$ cat src/rtl/fsqrt_issue.sv
// ---------------------------------------------------------------------------
// fsqrt_issue
//   Valid/ready wrapper around a free-running, fixed-latency single-precision
//   square-root core.  Operands go straight to the core; a shadow shift
//   register walks alongside the core pipeline carrying tag and special-case
//   information.  Results land in a small output FIFO.  A credit check stops
//   new operands while every FIFO slot is spoken for, so the core can never
//   overrun the FIFO.
//
// Parameters
//   LATENCY  core latency in clk edges from core_x to core_y (1..4)
//   TAG_W    width of the opaque tag
//   DEPTH    output FIFO entries (>= LATENCY+1)
//
// Ports
//   clk, rstn                  clock, asynchronous active-low reset
//   in_valid/in_ready          operand handshake
//   in_data, in_tag            IEEE-754 single operand and its tag
//   core_x / core_y            core input (combinational copy of in_data)
//                              and core output
//   out_valid/out_ready        result handshake
//   out_data, out_tag          result and its tag
//   out_invalid                IEEE invalid-operation flag of the result
// ---------------------------------------------------------------------------
module fsqrt_issue #(
   parameter int LATENCY = 2,
   parameter int TAG_W   = 4,
   parameter int DEPTH   = 4
) (
   input  logic             clk,
   input  logic             rstn,
   input  logic             in_valid,
   output logic             in_ready,
   input  logic [31:0]      in_data,
   input  logic [TAG_W-1:0] in_tag,
   output logic [31:0]      core_x,
   input  logic [31:0]      core_y,
   output logic             out_valid,
   input  logic             out_ready,
   output logic [31:0]      out_data,
   output logic [TAG_W-1:0] out_tag,
   output logic             out_invalid
);

   localparam int PW = (DEPTH > 1) ? $clog2(DEPTH) : 1;
   localparam int CW = $clog2(DEPTH + 1);
   localparam int IW = $clog2(LATENCY + 1);
   localparam int SW = $clog2(DEPTH + LATENCY + 1);
   localparam int EW = 32 + TAG_W + 1;

   typedef struct packed {
      logic             valid;
      logic [TAG_W-1:0] tag;
      logic             special;
      logic [31:0]      sval;
      logic             invalid;
   } trk_t;

   // Returns {special, invalid, substituted result} for an operand.
   function automatic logic [33:0] classify(input logic [31:0] d);
      logic [33:0] r;
      r = {1'b0, 1'b0, 32'h0000_0000};
      if (d[30:23] == 8'h00) begin
         // zero and denormal both collapse to a signed zero
         r = {1'b1, 1'b0, d[31], 31'h0000_0000};
      end else if ((d[30:23] == 8'hFF) && (d[22:0] != 23'h00_0000)) begin
         r = {1'b1, 1'b0, 32'h7FC0_0000};
      end else if ((d[30:23] == 8'hFF) && !d[31]) begin
         r = {1'b1, 1'b0, 32'h7F80_0000};
      end else if (d[31]) begin
         // negative normal or -inf: domain error
         r = {1'b1, 1'b1, 32'h7FC0_0000};
      end else begin
         r = {1'b0, 1'b0, 32'h0000_0000};
      end
      return r;
   endfunction

   // Circular pointer increment; DEPTH need not be a power of two.
   function automatic logic [PW-1:0] ptr_inc(input logic [PW-1:0] p);
      logic [PW-1:0] r;
      if (p == PW'(DEPTH - 1)) begin
         r = '0;
      end else begin
         r = p + PW'(1);
      end
      return r;
   endfunction

   trk_t             r_trk [LATENCY];
   logic [EW-1:0]    r_mem [DEPTH];
   logic [PW-1:0]    r_wr;
   logic [PW-1:0]    r_rd;
   logic [CW-1:0]    r_count;
   logic             r_in_ready;
   logic             r_out_valid;
   logic [31:0]      r_out_data;
   logic [TAG_W-1:0] r_out_tag;
   logic             r_out_invalid;

   logic             w_accept;
   logic [33:0]      w_cls;
   logic             w_push;
   logic             w_pop;
   logic [EW-1:0]    w_push_entry;
   logic [PW-1:0]    w_rd_nxt;
   logic [PW-1:0]    w_wr_nxt;
   logic [CW-1:0]    w_count_nxt;
   logic [IW-1:0]    w_inflight_nxt;
   logic             w_credit_nxt;
   logic [EW-1:0]    w_head_nxt;

   assign w_accept  = in_valid & r_in_ready;
   assign core_x    = in_data;
   assign w_cls     = classify(in_data);
   assign w_push    = r_trk[LATENCY-1].valid;
   assign w_pop     = r_out_valid & out_ready;

   assign in_ready    = r_in_ready;
   assign out_valid   = r_out_valid;
   assign out_data    = r_out_data;
   assign out_tag     = r_out_tag;
   assign out_invalid = r_out_invalid;

   // Entry leaving the tracking register: substituted value or core result.
   always_comb begin
      w_push_entry = '0;
      if (r_trk[LATENCY-1].special) begin
         w_push_entry = {r_trk[LATENCY-1].sval, r_trk[LATENCY-1].tag, r_trk[LATENCY-1].invalid};
      end else begin
         w_push_entry = {core_y, r_trk[LATENCY-1].tag, r_trk[LATENCY-1].invalid};
      end
   end

   // Next FIFO pointers and occupancy (pop happens before push).
   always_comb begin
      w_rd_nxt    = r_rd;
      w_wr_nxt    = r_wr;
      w_count_nxt = r_count;
      if (w_pop) begin
         w_rd_nxt = ptr_inc(r_rd);
      end else begin
         w_rd_nxt = r_rd;
      end
      if (w_push) begin
         w_wr_nxt = ptr_inc(r_wr);
      end else begin
         w_wr_nxt = r_wr;
      end
      case ({w_push, w_pop})
         2'b10:   w_count_nxt = r_count + CW'(1);
         2'b01:   w_count_nxt = r_count - CW'(1);
         default: w_count_nxt = r_count;
      endcase
   end

   // Credit for the next cycle: operations still in the shadow register
   // after this edge plus FIFO occupancy after this edge.
   always_comb begin
      w_inflight_nxt = IW'(w_accept);
      for (int i = 0; i < LATENCY - 1; i++) begin
         w_inflight_nxt = w_inflight_nxt + IW'(r_trk[i].valid);
      end
      w_credit_nxt = (SW'(w_inflight_nxt) + SW'(w_count_nxt)) < SW'(DEPTH);
   end

   // Head entry after this edge; a push into an empty FIFO bypasses memory.
   always_comb begin
      w_head_nxt = '0;
      if (w_push && (r_wr == w_rd_nxt)) begin
         w_head_nxt = w_push_entry;
      end else begin
         w_head_nxt = r_mem[w_rd_nxt];
      end
   end

   // Shadow of the core pipeline; stage 0 loads every cycle.
   always_ff @(posedge clk or negedge rstn) begin
      if (!rstn) begin
         for (int i = 0; i < LATENCY; i++) begin
            r_trk[i] <= '0;
         end
      end else begin
         r_trk[0] <= {w_accept, in_tag, w_cls[33], w_cls[31:0], w_cls[32]};
         for (int i = 1; i < LATENCY; i++) begin
            r_trk[i] <= r_trk[i-1];
         end
      end
   end

   // FIFO storage.
   always_ff @(posedge clk or negedge rstn) begin
      if (!rstn) begin
         for (int i = 0; i < DEPTH; i++) begin
            r_mem[i] <= '0;
         end
      end else if (w_push) begin
         r_mem[r_wr] <= w_push_entry;
      end
   end

   // FIFO pointers, occupancy and input credit.
   always_ff @(posedge clk or negedge rstn) begin
      if (!rstn) begin
         r_wr       <= '0;
         r_rd       <= '0;
         r_count    <= '0;
         r_in_ready <= 1'b0;
      end else begin
         r_wr       <= w_wr_nxt;
         r_rd       <= w_rd_nxt;
         r_count    <= w_count_nxt;
         r_in_ready <= w_credit_nxt;
      end
   end

   // Registered copy of the FIFO head; zeroed while the FIFO is empty.
   always_ff @(posedge clk or negedge rstn) begin
      if (!rstn) begin
         r_out_valid   <= 1'b0;
         r_out_data    <= 32'h0000_0000;
         r_out_tag     <= '0;
         r_out_invalid <= 1'b0;
      end else if (w_count_nxt != CW'(0)) begin
         r_out_valid   <= 1'b1;
         r_out_data    <= w_head_nxt[EW-1 -: 32];
         r_out_tag     <= w_head_nxt[TAG_W:1];
         r_out_invalid <= w_head_nxt[0];
      end else begin
         r_out_valid   <= 1'b0;
         r_out_data    <= 32'h0000_0000;
         r_out_tag     <= '0;
         r_out_invalid <= 1'b0;
      end
   end

   fsqrt_issue_chk #(
      .DEPTH (DEPTH),
      .CW    (CW)
   ) u_chk (
      .clk   (clk),
      .rstn  (rstn),
      .push  (w_push),
      .pop   (w_pop),
      .count (r_count)
   );

endmodule

// ---------------------------------------------------------------------------
// fsqrt_issue_chk
//   Simulation-only checks on the output FIFO of fsqrt_issue.
//   Ports: clk, rstn, push, pop, count (current FIFO occupancy).
// ---------------------------------------------------------------------------
module fsqrt_issue_chk #(
   parameter int DEPTH = 4,
   parameter int CW    = 3
) (
   input logic          clk,
   input logic          rstn,
   input logic          push,
   input logic          pop,
   input logic [CW-1:0] count
);

   // The credit check must make a push into a full FIFO impossible.
   a_no_overflow: assert property (@(posedge clk) disable iff (!rstn)
      !(push && !pop && (count == CW'(DEPTH))));

   a_no_underflow: assert property (@(posedge clk) disable iff (!rstn)
      !(pop && (count == CW'(0))));

endmodule
$ cat config.mk
export PLATFORM = sky130hd
export DESIGN_NAME = fsqrt_issue
export DESIGN_NICKNAME = d
export VERILOG_FILES = /design/src/rtl/fsqrt_issue.sv
export SDC_FILE = /design/constraint.sdc
export NUM_CORES = 1
export LEC_CHECK = 0
export CAP_MARGIN = 20
export CORE_ASPECT_RATIO = 0.8
export CORE_UTILIZATION = 45
export DETAILED_ROUTE_END_ITERATION = 6
export PLACE_DENSITY = 0.69
export SYNTH_ARGS = -nofsm -noshare
export SYNTH_HDL_FRONTEND = slang
export SYNTH_SLANG_ARGS = --single-unit
export TNS_END_PERCENT = 1
$ cat constraint.sdc
create_clock -name clk -period 3.7 [get_ports clk]
set_input_delay 0.37 -clock clk [delete_from_list [all_inputs] [get_ports clk]]
set_output_delay 0.37 -clock clk [all_outputs]
set_load 0.01 [all_outputs]
# Yosys cells after proc, flatten, opt, wreduce, memory -nomap -nowiden
# Index checks and enable logic that the tools add are counted.
# classes
multipliers	0
n_reduce_logical	8
n_bitwise	4
div	0
add_sub_neg	6
order_cmp	4
muxes	20
n_shift	0
n_eq_ne	6
# op_table
op	count
$mux 37	5
$bwmux 148	1
$mux 34	4
$bmux 37 s2	1
$demux 37 s2	1
$mux 32	1
$reduce_bool 23->1	1
$eq 8x8->1 const B	1
$logic_not 8->1	1
$eq 2x2->1 const B	3
$ge 3x3->1 const B	2
$mux 2	3
$not 2->3	2
$pmux 3 s2	1
$add 2x1->2 const B	2
$logic_and 1x1->1	4
$mux 4	1
$add 2x3->3	1
$add 3x1->3 const B	1
$lt 3x1->1 const B	1
$lt 3x3->1 const B	1
$reduce_bool 3->1	1
$sub 3x1->3 const B	1
$add 1x1->2	1
5 further kinds	7
# word_totals
memories	0
romBits	0
elab_cells	70
latch_bits	0
inputBits	72
ramBits	0
out_inout_bits	71
ff_bits	272

# Longest topological paths before layout
# Gate-level depths: netlist of run 1.
# depth
ltp_word	9
ltp_mapped	11
depth_no_buf	10

# Least setup slack after synthesis of run 1
# Ideal clock, no wire load.
# synth_path
path_type	register to register
from	reg r_trk (netlist bit w_push)
to	reg r_out_data[12] (netlist: out_data[12])
period_less_slack_ns	2.569
path_slack_ns	1.131
setup_ns	0.079
arrival_ns	2.489
n_path_buf	2
required_ns	3.621
stages_incl_launch_ff	12
cell_sequence	dfrtp_1 clkbuf_1 inv_1 ha_1 inv_1 fa_1 xor2_1 or3_1 and2_1 a32oi_4 buf_2 o2bb2ai_1
# synth_via
elab_chain_len	4
word_cells_on_any_way	7
cone_classes	eq/ne (2); mux (3); reduce/logical (2)
# synth_rtl
element	line_no	rtl
start, declared	90	trk_t r_trk [LATENCY];
start signal, assigned by index	186	r_trk[i] <= r_trk[i-1];
$eq 2x1->1 / $eq 2x2->1 (equally long branches)	150	case ({w_push, w_pop})
$pmux 3 s2	150	
$reduce_bool 3->1	224	end else if (w_count_nxt != CW'(0)) begin
$mux 32 (*)	224	
end signal, assigned	226	r_out_data <= w_head_nxt[EW-1 -: 32];
end, declared	97	logic [31:0] r_out_data;
# Every way passes the cells marked *; elsewhere a longest branch is shown, timed or not.
# A chain may end at the register's enable or synchronous reset.

# Worst setup path in the final report of run 1
# layout_path
from	reg r_trk (netlist bit w_push)
to	reg r_out_data[13] (netlist: out_data[13])
# Same word-level chain as after synthesis.

==> report_table.html, run 1 <==
<table>
<tr><th>Metric</th><th>Value</th></tr>
<tr><th colspan="2">Setup path</th></tr>
<tr><td>Critical Path Start Type</td><td>flip-flop</td></tr>
<tr><td>Worst reg2reg endpoint</td><td>out_data[13]</td></tr>
<tr><td>FF-to-FF Start</td><td>w_push</td></tr>
<tr><td>Buf+Inv Stages, Crit Path</td><td>3</td></tr>
<tr><td>CP Data Arrival Time</td><td>between 3 and 4 ns</td></tr>
<tr><td>CP Max Fanout</td><td>32</td></tr>
<tr><td>Number of logic stages on the critical path including buffering</td><td>10</td></tr>
<tr><td>Worst setup slack for register-to-register paths</td><td>0.95 ns</td></tr>
<tr><td>Worst-path cell chain</td><td>inv_1 &gt; ha_1 &gt; inv_1 &gt; fa_1 &gt; nor2b_1 &gt; mux2_2 &gt; nand3_1 &gt; nand4_1 &gt; buf_4 &gt; o2bb2ai_1</td></tr>
<tr><td>Nature of the critical path endpoint</td><td>flip-flop</td></tr>
<tr><td>Crit path max-delay family</td><td>adder cells</td></tr>
<tr><td>Worst Reg2Reg Path Length in Cells</td><td>10</td></tr>
<tr><td>Category of the critical setup timing path</td><td>flip-flop to flip-flop</td></tr>
<tr><td>Cell with the most instances on the worst path</td><td>inv_1</td></tr>
<tr><td>Crit path max-delay cell type</td><td>dfrtp_1</td></tr>
<tr><td>CP endpoint</td><td>out_data[13]</td></tr>
<tr><td>Origin of the worst setup path</td><td>w_push</td></tr>
<tr><td>CP max stage delay</td><td>0.54 ns</td></tr>
<tr><td>Worst path required time</td><td>~4.1 ns</td></tr>
<tr><th colspan="2">Clock tree</th></tr>
<tr><td>Clock edge transition at the registers on the reported setup and hold paths</td><td>around 0.060 ns</td></tr>
<tr><td>Later-pin clock latency in the skew report</td><td>0.50 ns</td></tr>
<tr><td>Number of CTS-inserted buffers</td><td>21</td></tr>
<tr><td>Clock sink count</td><td>214</td></tr>
<tr><td>CTS tree</td><td>yes</td></tr>
<tr><td>Library cell used as clock root buffer</td><td>clkbuf_16</td></tr>
<tr><td>Clock H-tree levels</td><td>1</td></tr>
<tr><td>Hold Buf Count CTS</td><td>0</td></tr>
<tr><td>Post-CTS setup repair buffer count</td><td>0</td></tr>
<tr><td>Number of gates resized after CTS</td><td>0</td></tr>
<tr><td>Clock Path Buffers</td><td>3</td></tr>
<tr><th colspan="2">Finish</th></tr>
<tr><td>Number of inserted diodes</td><td>0</td></tr>
<tr><td>Share of final-layout standard cells stronger than drive strength 1</td><td>13.36%</td></tr>
<tr><td>Post-layout nets</td><td>between 900 and 1000</td></tr>
<tr><td>Area growth, synth to finish</td><td>24.70%</td></tr>
<tr><td>Number of filler instances in the final layout</td><td>1598</td></tr>
<tr><td>Register cell area after layout</td><td>5355 um^2</td></tr>
<tr><td>Multi-input gate area</td><td>approximately 3100 um^2</td></tr>
<tr><th colspan="2">Logic synthesis</th></tr>
<tr><td>Cell area after technology mapping</td><td>8946 um^2</td></tr>
<tr><td>Most numerous cell in the Yosys netlist</td><td>dfrtp_1</td></tr>
<tr><td>Yosys warns</td><td>0</td></tr>
<tr><td>Post-Syn Instances</td><td>~750</td></tr>
<tr><td>Post-Synthesis Mean Instance Area</td><td>11.96 um^2</td></tr>
<tr><td>Unique masters post-synth</td><td>32</td></tr>
<tr><td>Fraction of registers with async set/reset</td><td>100.0%</td></tr>
<tr><td>Synth top area share</td><td>around three fifths</td></tr>
<tr><td>Primary FF master, synth</td><td>dfrtp_1</td></tr>
<tr><td>Biggest area contributors in the synthesized netlist</td><td>dfrtp_1 60%, mux4_2 9.3%, o21ai_0 7.4%</td></tr>
<tr><td>Number of storage elements in the synthesis netlist</td><td>214</td></tr>
<tr><td>Net Count, Synth</td><td>~830</td></tr>
<tr><td>Leading cell types by count after synthesis</td><td>214 x dfrtp_1, 159 x nand2_1, 133 x o21ai_0, 37 x mux4_2, 33 x clkbuf_1</td></tr>
<tr><td>Number of enable-type register cells in the synthesized netlist</td><td>0</td></tr>
<tr><td>Largest area contributor in the netlist</td><td>dfrtp_1</td></tr>
<tr><td>Proportion of synthesized chip area in sequential cells</td><td>59.86%</td></tr>
<tr><th colspan="2">Routing</th></tr>
<tr><td>Average via count per standard cell</td><td>5.279</td></tr>
<tr><td>Post-detailed-route DRC marker count</td><td>0</td></tr>
<tr><td>DRT antenna net count</td><td>0</td></tr>
<tr><td>DRC marker count from the first detailed-route iteration</td><td>317</td></tr>
<tr><td>Routed length per placed instance</td><td>around 17 um</td></tr>
<tr><td>Number of search-and-repair iterations in the first detailed-routing pass</td><td>4</td></tr>
<tr><td>Wirelength, routed</td><td>slightly below 20 mm</td></tr>
<tr><td>Vias</td><td>between 5000 and 6000</td></tr>
<tr><th colspan="2">Timing</th></tr>
<tr><td>Hold WS</td><td>-0.04969 ns</td></tr>
<tr><td>Total of endpoints with negative setup slack in the final report</td><td>0</td></tr>
<tr><td>Post-Route Setup TNS</td><td>0 ns</td></tr>
<tr><td>Transition time at the pin with the least slew margin</td><td>0.8288 ns</td></tr>
<tr><td>Final-report hold violation count</td><td>32</td></tr>
<tr><td>Unrepaired setup endpoints after global routing</td><td>false</td></tr>
<tr><td>Share of the cycle needed by the critical path after routing</td><td>74.19%</td></tr>
<tr><td>Final Critical Period</td><td>2.745 ns</td></tr>
<tr><td>Relative slew slack</td><td>44.75%</td></tr>
<tr><td>Worst clock skew</td><td>0.01251 ns</td></tr>
<tr><td>Final Slew Violations</td><td>0</td></tr>
<tr><td>F_max</td><td>364.3 MHz</td></tr>
<tr><th colspan="2">Global route</th></tr>
<tr><td>Vias in the first global route</td><td>6177</td></tr>
<tr><td>Leftover overflow at the end of global routing</td><td>0</td></tr>
<tr><td>Global-route wire length before repair</td><td>around 32 mm</td></tr>
<tr><td>Gr usage total</td><td>19.70%</td></tr>
<tr><td>Antenna violations before repair</td><td>0</td></tr>
<tr><td>Pin count of the biggest net entering global routing</td><td>107</td></tr>
<tr><th colspan="2">Floorplanning</th></tr>
<tr><td>Die outline height</td><td>128.1 um</td></tr>
<tr><td>Total I/O pin count</td><td>143</td></tr>
<tr><td>Initial Util</td><td>46.59%</td></tr>
<tr><td>Width of the chip</td><td>159.6 um</td></tr>
<tr><td>Die area</td><td>about 20000 um^2</td></tr>
<tr><td>Core Box Area</td><td>19200 um^2</td></tr>
<tr><td>Row count</td><td>45</td></tr>
<tr><th colspan="2">Outcome</th></tr>
<tr><td>Violated checks</td><td>negative hold slack</td></tr>
<tr><td>Run status</td><td>finished with violations</td></tr>
<tr><th colspan="2">Placed design</th></tr>
<tr><td>Routability Congestion</td><td>0.7676</td></tr>
<tr><td>Half-perimeter wire length of the detailed placement result</td><td>between 10 and 15 mm</td></tr>
<tr><td>Number of input and output port buffers inserted</td><td>142</td></tr>
<tr><th colspan="2">Power</th></tr>
<tr><td>Worst vdd rail ir drop</td><td>0.6246 mV</td></tr>
<tr><td>P per Cell Area</td><td>between 800 and 900 nW/um^2</td></tr>
<tr><td>Pleak</td><td>4.881 nW</td></tr>
<tr><th colspan="2">Min path</th></tr>
<tr><td>Path class of the lowest-slack min-delay path</td><td>primary input to async pin</td></tr>
<tr><th colspan="2">Run</th></tr>
<tr><td>Max-cap viol count</td><td>0</td></tr>
</table>
==> layout make-up <==
type	instances	area share [%]
Timing Repair Buffer	156	14.01
Inverter	12	0.4038
Tap cell	258	2.894
Sequential cell	214	48.00
Multi-Input combinational cell	443	27.97
Clock buffer	28	5.395
Clock inverter	8	1.323
==> flip-flops by register name, indices dropped and copies added (netlist names) <==
signal       flops
in_ready         1
out_data        32
out_invalid      1
out_tag          4
out_valid        1
r_count          3
r_mem          148
r_rd             2
r_trk           19
r_wr             2
w_push           1
==> placed cells by master (no fill, tap or decap), drive strengths merged, types with 5 or more instances in the layout <==
master,synthesis,final
clkbuf,33,29
nor4,7,7
mux2,22,22
nand2,159,159
nor2,6,6
inv,12,13
buf,46,14
o2bb2ai,32,32
clkdlybuf4s50,0,141
a21oi,9,9
a22o,5,5
ha,7,7
o21ai,133,133
mux4,37,37
dfrtp,214,214
==> per-stage QoR <==
step / instances / power (W) / worst slack, ns / instance area [um^2] / util, %
2_1_floorplan: 748 / 0.006443 / 1.131 / 8946 / -
3_3_place_gp: 1082 / 0.007464 / 0.6583 / 10380 / 54.06
3_5_place_dp: 1082 / 0.007606 / 0.5776 / 10380 / 54.06
4_1_cts: 1118 / 0.009931 / 0.9320 / 11130 / 57.96
5_1_grt: 1119 / 0.01046 / 0.7604 / 11160 / 58.10
6_report: 1119 / 0.009827 / 0.9549 / 11160 / 58.10
==> worst min-delay path by stage <==
stage / to / slack, ns / depth (start not counted)
2_1_floorplan: in_ready / 0.07 / 0
3_3_place_gp: r_trk[32] / 0.33 / 0
3_5_place_dp: r_trk[0] / 0.33 / 0
4_1_cts: r_mem[13] / 0.01 / 1
5_1_grt: r_mem[85] / 0.05 / 1
6_report: r_mem[85] / -0.05 / 1
==> per-layer routing <==
metal	track usage, %	share of wire [%]
met1	26.00	44
met2	33.73	49
met3	3.785	5.0
met4	4.977	1.8
met5	0	0
==> power by group <==
group	switching (W)	internal [W]	total (W)	leakage (nW)
Clock	0.000876	0.00142	0.00230	0.370
Sequential	0.000503	0.00334	0.00384	2.68
Combinational	0.00171	0.00197	0.00369	1.83
Total	0.00309	0.00674	0.00983	4.88
==> cells by family (layout without fill, tap and decap cells) <==
logic type | count (synthesis) | count (layout) | synth area share (%)
AO/OA/AOI/OAI | 180 | 180 | 11.87
XOR/XNOR | 5 | 5 | 0.5735
adder cells (fa/ha/maj) | 8 | 8 | 1.203
buffers and inverters | 91 | 204 | 5.510
flip-flops | 214 | 214 | 59.86
multiplexers | 62 | 62 | 12.46
AND/OR/NAND/NOR | 188 | 188 | 8.517
Power figures use the tool's default switching activity.
==> run 2: changes to the inputs <==
- clock period: 3.7 -> 2.7 ns (I/O delays scaled with it)
==> run 2 against run 1 <==
Against the previous run: register-to-register slack got worse by 0.68 ns; the flow now finishes without violations; utilization increased by 0.48 points; non-clock buffer count increased by 9; combinational power increased by 43%; largest power group unchanged; cell count increased by 0.80%; die area unchanged; clock power increased by 27%; design area increased by 0.83%; clock skew increased by 0.00059 ns; maximum frequency increased by 13%; critical path depth increased by 1; sequential cell count unchanged.
==> report_table.html, run 2 (synthesis gave the netlist of run 1 again) <==
<table>
<tr><th>Metric</th><th>Value</th></tr>
<tr><th colspan="2">Outcome</th></tr>
<tr><td>Run status</td><td>completed</td></tr>
<tr><th colspan="2">Timing</th></tr>
<tr><td>Unrepaired setup endpoints after global routing</td><td>false</td></tr>
<tr><td>F_max</td><td>412.4 MHz (+13%)</td></tr>
<tr><td>Worst clock skew</td><td>0.01310 ns (+0.0005865 ns)</td></tr>
<tr><td>Final Slew Violations</td><td>0 (unchanged)</td></tr>
<tr><td>Final Critical Period</td><td>2.425 ns (-0.3201 ns)</td></tr>
<tr><td>Hold WS</td><td>0.2319 ns (+0.2816 ns)</td></tr>
<tr><td>Share of the cycle needed by the critical path after routing</td><td>89.81% (+16 points)</td></tr>
<tr><td>Relative slew slack</td><td>49.87% (+5.1 points)</td></tr>
<tr><td>Total of endpoints with negative setup slack in the final report</td><td>0 (unchanged)</td></tr>
<tr><td>Transition time at the pin with the least slew margin</td><td>0.7511 ns (-0.07770 ns)</td></tr>
<tr><td>Final-report hold violation count</td><td>0 (-100%)</td></tr>
<tr><td>Final worst-path setup slack</td><td>0.2750 ns (-0.6799 ns)</td></tr>
<tr><th colspan="2">Power</th></tr>
<tr><td>P per Cell Area</td><td>1196 nW/um^2 (+36%)</td></tr>
<tr><td>Switching portion of total power</td><td>31.72% (+0.27 points)</td></tr>
<tr><td>Internal power contribution</td><td>0.009185 W (+36%)</td></tr>
<tr><td>Sequential power share</td><td>39.1% (about the same)</td></tr>
<tr><td>Net Switching</td><td>0.004268 W (+38%)</td></tr>
<tr><td>Pleak</td><td>4.938 nW (+1.2%)</td></tr>
<tr><td>Proportion of power drawn by the clock network</td><td>21.8% (-1.6 points)</td></tr>
<tr><td>Worst vdd rail ir drop</td><td>0.6546 mV (+4.8%)</td></tr>
<tr><td>Share of power burned in combinational logic</td><td>39.1% (+1.6 points)</td></tr>
<tr><th colspan="2">Clock tree</th></tr>
<tr><td>Clock edge transition at the registers on the reported setup and hold paths</td><td>0.06 ns (about the same)</td></tr>
<tr><td>Number of CTS-inserted buffers</td><td>21 (unchanged)</td></tr>
<tr><td>Post-CTS setup repair buffer count</td><td>0 (unchanged)</td></tr>
<tr><td>Library cell used as clock root buffer</td><td>clkbuf_16</td></tr>
<tr><td>CTS tree</td><td>yes</td></tr>
<tr><td>Clock Path Buffers</td><td>3 (unchanged)</td></tr>
<tr><td>Clock sink count</td><td>214 (unchanged)</td></tr>
<tr><td>Later-pin clock latency in the skew report</td><td>0.48 ns (-0.02 ns)</td></tr>
<tr><td>Clock H-tree levels</td><td>1 (unchanged)</td></tr>
<tr><th colspan="2">Finish</th></tr>
<tr><td>Share of final-layout standard cells stronger than drive strength 1</td><td>14.14% (+0.78 points)</td></tr>
<tr><td>Number of inserted diodes</td><td>0 (unchanged)</td></tr>
<tr><td>Most common cell after layout, fill and taps aside</td><td>dfrtp_1</td></tr>
<tr><td>Leading cell types in the layout, fill and taps excluded</td><td>214 x dfrtp_1, 155 x nand2_1, 141 x clkdlybuf4s50_1</td></tr>
<tr><td>Number of flip-flops in the largest register</td><td>148 (unchanged)</td></tr>
<tr><td>Number of filler instances in the final layout</td><td>1580 (-1.1%)</td></tr>
<tr><td>Area growth, synth to finish</td><td>25.73%</td></tr>
<tr><td>Area of all placed cells without fillers</td><td>11250 um^2 (+0.83%)</td></tr>
<tr><td>Post-layout nets</td><td>937 (+0.97%)</td></tr>
<tr><td>Post-Layout Cell Count</td><td>1128 (+0.80%)</td></tr>
<tr><td>Most flops, register</td><td>r_mem</td></tr>
<tr><th colspan="2">Setup path</th></tr>
<tr><td>Worst reg2reg endpoint</td><td>out_tag[0]</td></tr>
<tr><td>Worst path required time</td><td>3.11 ns (-0.96 ns)</td></tr>
<tr><td>CP Data Arrival Time</td><td>2.84 ns (-0.27 ns)</td></tr>
<tr><td>Worst Reg2Reg Path Length in Cells</td><td>11 (+1)</td></tr>
<tr><td>Worst-path cell chain</td><td>nand2_1 &gt; inv_1 &gt; ha_1 &gt; inv_1 &gt; fa_1 &gt; xor2_1 &gt; or3_1 &gt; and2_1 &gt; a32oi_4 &gt; buf_4 &gt; a22o_1</td></tr>
<tr><td>Critical Path Start Type</td><td>flip-flop</td></tr>
<tr><td>Category of the critical setup timing path</td><td>flip-flop to flip-flop</td></tr>
<tr><td>Worst setup slack for register-to-register paths</td><td>0.28 ns (-0.68 ns)</td></tr>
<tr><td>Crit path max-delay cell type</td><td>fa_1</td></tr>
<tr><td>CP max stage delay</td><td>0.38 ns (-0.16 ns)</td></tr>
<tr><td>FF-to-FF Start</td><td>out_valid</td></tr>
<tr><td>CP Max Fanout</td><td>11 (-66%)</td></tr>
<tr><td>Cell with the most instances on the worst path</td><td>inv_1</td></tr>
<tr><td>Nature of the critical path endpoint</td><td>flip-flop</td></tr>
<tr><th colspan="2">Global route</th></tr>
<tr><td>Pin count of the biggest net entering global routing</td><td>72 (-33%)</td></tr>
<tr><td>Vias in the first global route</td><td>6065 (-1.8%)</td></tr>
<tr><td>Leftover overflow at the end of global routing</td><td>0 (unchanged)</td></tr>
<tr><td>Gr usage total</td><td>19.72% (about the same)</td></tr>
<tr><td>Antenna violations before repair</td><td>0 (unchanged)</td></tr>
<tr><td>Global-route wire length before repair</td><td>31.93 mm (+0.50%)</td></tr>
<tr><th colspan="2">Min path</th></tr>
<tr><td>Path class of the lowest-slack min-delay path</td><td>primary input to flip-flop</td></tr>
<tr><td>Endpoint of the worst hold-timing path</td><td>r_trk[76]</td></tr>
<tr><td>Source of the worst hold timing path</td><td>in_tag[3]</td></tr>
<tr><td>Number of instances on the worst hold path</td><td>1</td></tr>
<tr><th colspan="2">Routing</th></tr>
<tr><td>DRT antenna net count</td><td>0 (unchanged)</td></tr>
<tr><td>DRC marker count from the first detailed-route iteration</td><td>371 (+17%)</td></tr>
<tr><td>Average via count per standard cell</td><td>5.309 (+0.58%)</td></tr>
<tr><td>Vias</td><td>5989 (+1.4%)</td></tr>
<tr><td>Number of search-and-repair iterations in the first detailed-routing pass</td><td>4 (unchanged)</td></tr>
<tr><td>Post-detailed-route DRC marker count</td><td>0 (unchanged)</td></tr>
<tr><td>Wirelength, routed</td><td>19.42 mm (+0.97%)</td></tr>
<tr><td>Routed length per placed instance</td><td>17.22 um (+0.17%)</td></tr>
<tr><th colspan="2">Placed design</th></tr>
<tr><td>Cell total after placement</td><td>1091 (+0.83%)</td></tr>
<tr><td>Half-perimeter wire length of the detailed placement result</td><td>12.52 mm (+2.7%)</td></tr>
<tr><td>Routability Congestion</td><td>0.7891 (+2.8%)</td></tr>
<tr><td>Number of input and output port buffers inserted</td><td>142 (unchanged)</td></tr>
<tr><td>Pre-CTS setup slack</td><td>-0.1026 ns (-0.6802 ns)</td></tr>
<tr><td>Placement-stage cell area</td><td>10550 um^2 (+1.6%)</td></tr>
<tr><th colspan="2">Floorplanning</th></tr>
<tr><td>Initial Util</td><td>46.59% (unchanged)</td></tr>
<tr><td>Width of the chip</td><td>159.6 um (unchanged)</td></tr>
<tr><td>Total I/O pin count</td><td>143 (unchanged)</td></tr>
<tr><td>Row count</td><td>45 (unchanged)</td></tr>
<tr><td>Core Box Area</td><td>19200 um^2 (unchanged)</td></tr>
<tr><td>Die area</td><td>20450 um^2 (unchanged)</td></tr>
<tr><td>Die outline height</td><td>128.1 um (unchanged)</td></tr>
<tr><th colspan="2">Run</th></tr>
<tr><td>Max-cap viol count</td><td>0 (unchanged)</td></tr>
</table>
run 2: cell types whose count changed in the layout (fill, tap and decap cells not counted), sizes merged:
cell / previous run / this run
buf: 14 / 22
bufinv: 4 / 2
clkinv: 3 / 6
dlygate4sd3: 0 / 1
inv: 13 / 12
run 2: critical path, delay by kind of cell (launching register included):
kind | cells | cell delay (ns)
and+or+nand+nor | 3 | 0.59
xor gates and xnor gates | 1 | 0.16
AOI/OAI and AO/OA | 2 | 0.36
buffers and inverters | 3 | 0.34
adders and majority gates | 2 | 0.53
DFF | 1 | 0.36
run 2: worst max-delay path by stage:
stage,from,endpoint,slack [ns]
finish,out_valid,out_tag[0],0.28
global placement,out_ready,out_data[20],-0.04
CTS,out_valid,out_data[0],0.26
global route,out_valid,out_data[19],0.14
floorplan,w_push,out_data[12],0.13
detailed placement,out_ready,out_tag[0],-0.10
run 2: routing by layer:
| metal | share of wire, % | vias to the layer above | track usage (%) |
|---|---|---|---|
| met3 | 5.2 | 25 | 3.332 |
| met1 | 46 | 2979 | 27.42 |
| li1 | - | 2807 | - |
| met4 | 1.6 | 0 | 3.676 |
| met2 | 47 | 178 | 33.06 |
| met5 | 0 | - | 0 |
run 2: final cells by class:
class	instances	area, um^2	area share (%)
repair buffers	165	1713	15.23
clock buffers	28	601.8	5.350
inverters	12	45.04	0.4004
flip-flops and latches	214	5355	47.61
clock inverters	8	90.09	0.8009
well taps	258	322.8	2.870
multi-input cells	443	3120	27.74
run 2: timing repair:
item                       CTS  global route
setup endpoints to repair    0             0
hold buffers                 1             0
hold endpoints to repair    68             0
gates resized for setup      0             0
run 2: power by group through the flow:
| stage | logic [W] | registers [W] | clock network, W |
|---|---|---|---|
| 2_1_floorplan | 0.00365 | 0.00518 | 0 |
| 3_3_place_gp | 0.00517 | 0.00527 | 0 |
| 3_5_place_dp | 0.00534 | 0.00529 | 0 |
| 4_1_cts | 0.00534 | 0.00526 | 0.00298 |
| 5_1_grt | 0.00581 | 0.00541 | 0.00309 |
| 6_report | 0.00526 | 0.00526 | 0.00293 |
run 2: through the flow:
step	total power (W)	util, %	setup TNS, ns
after global routing	0.01431	58.59	0
final	0.01345	58.59	0
after detailed placement	0.01063	54.93	-3.110
after global placement	0.01044	54.93	-1.397
after floorplan	0.008829	-	0
after CTS	0.01359	58.59	0
==> run 3: changes to the inputs <==
- SLEW_MARGIN: unset -> 20
==> results of run 3 <==
The final DEF is identical to that of run 2; final timing and power are the same.
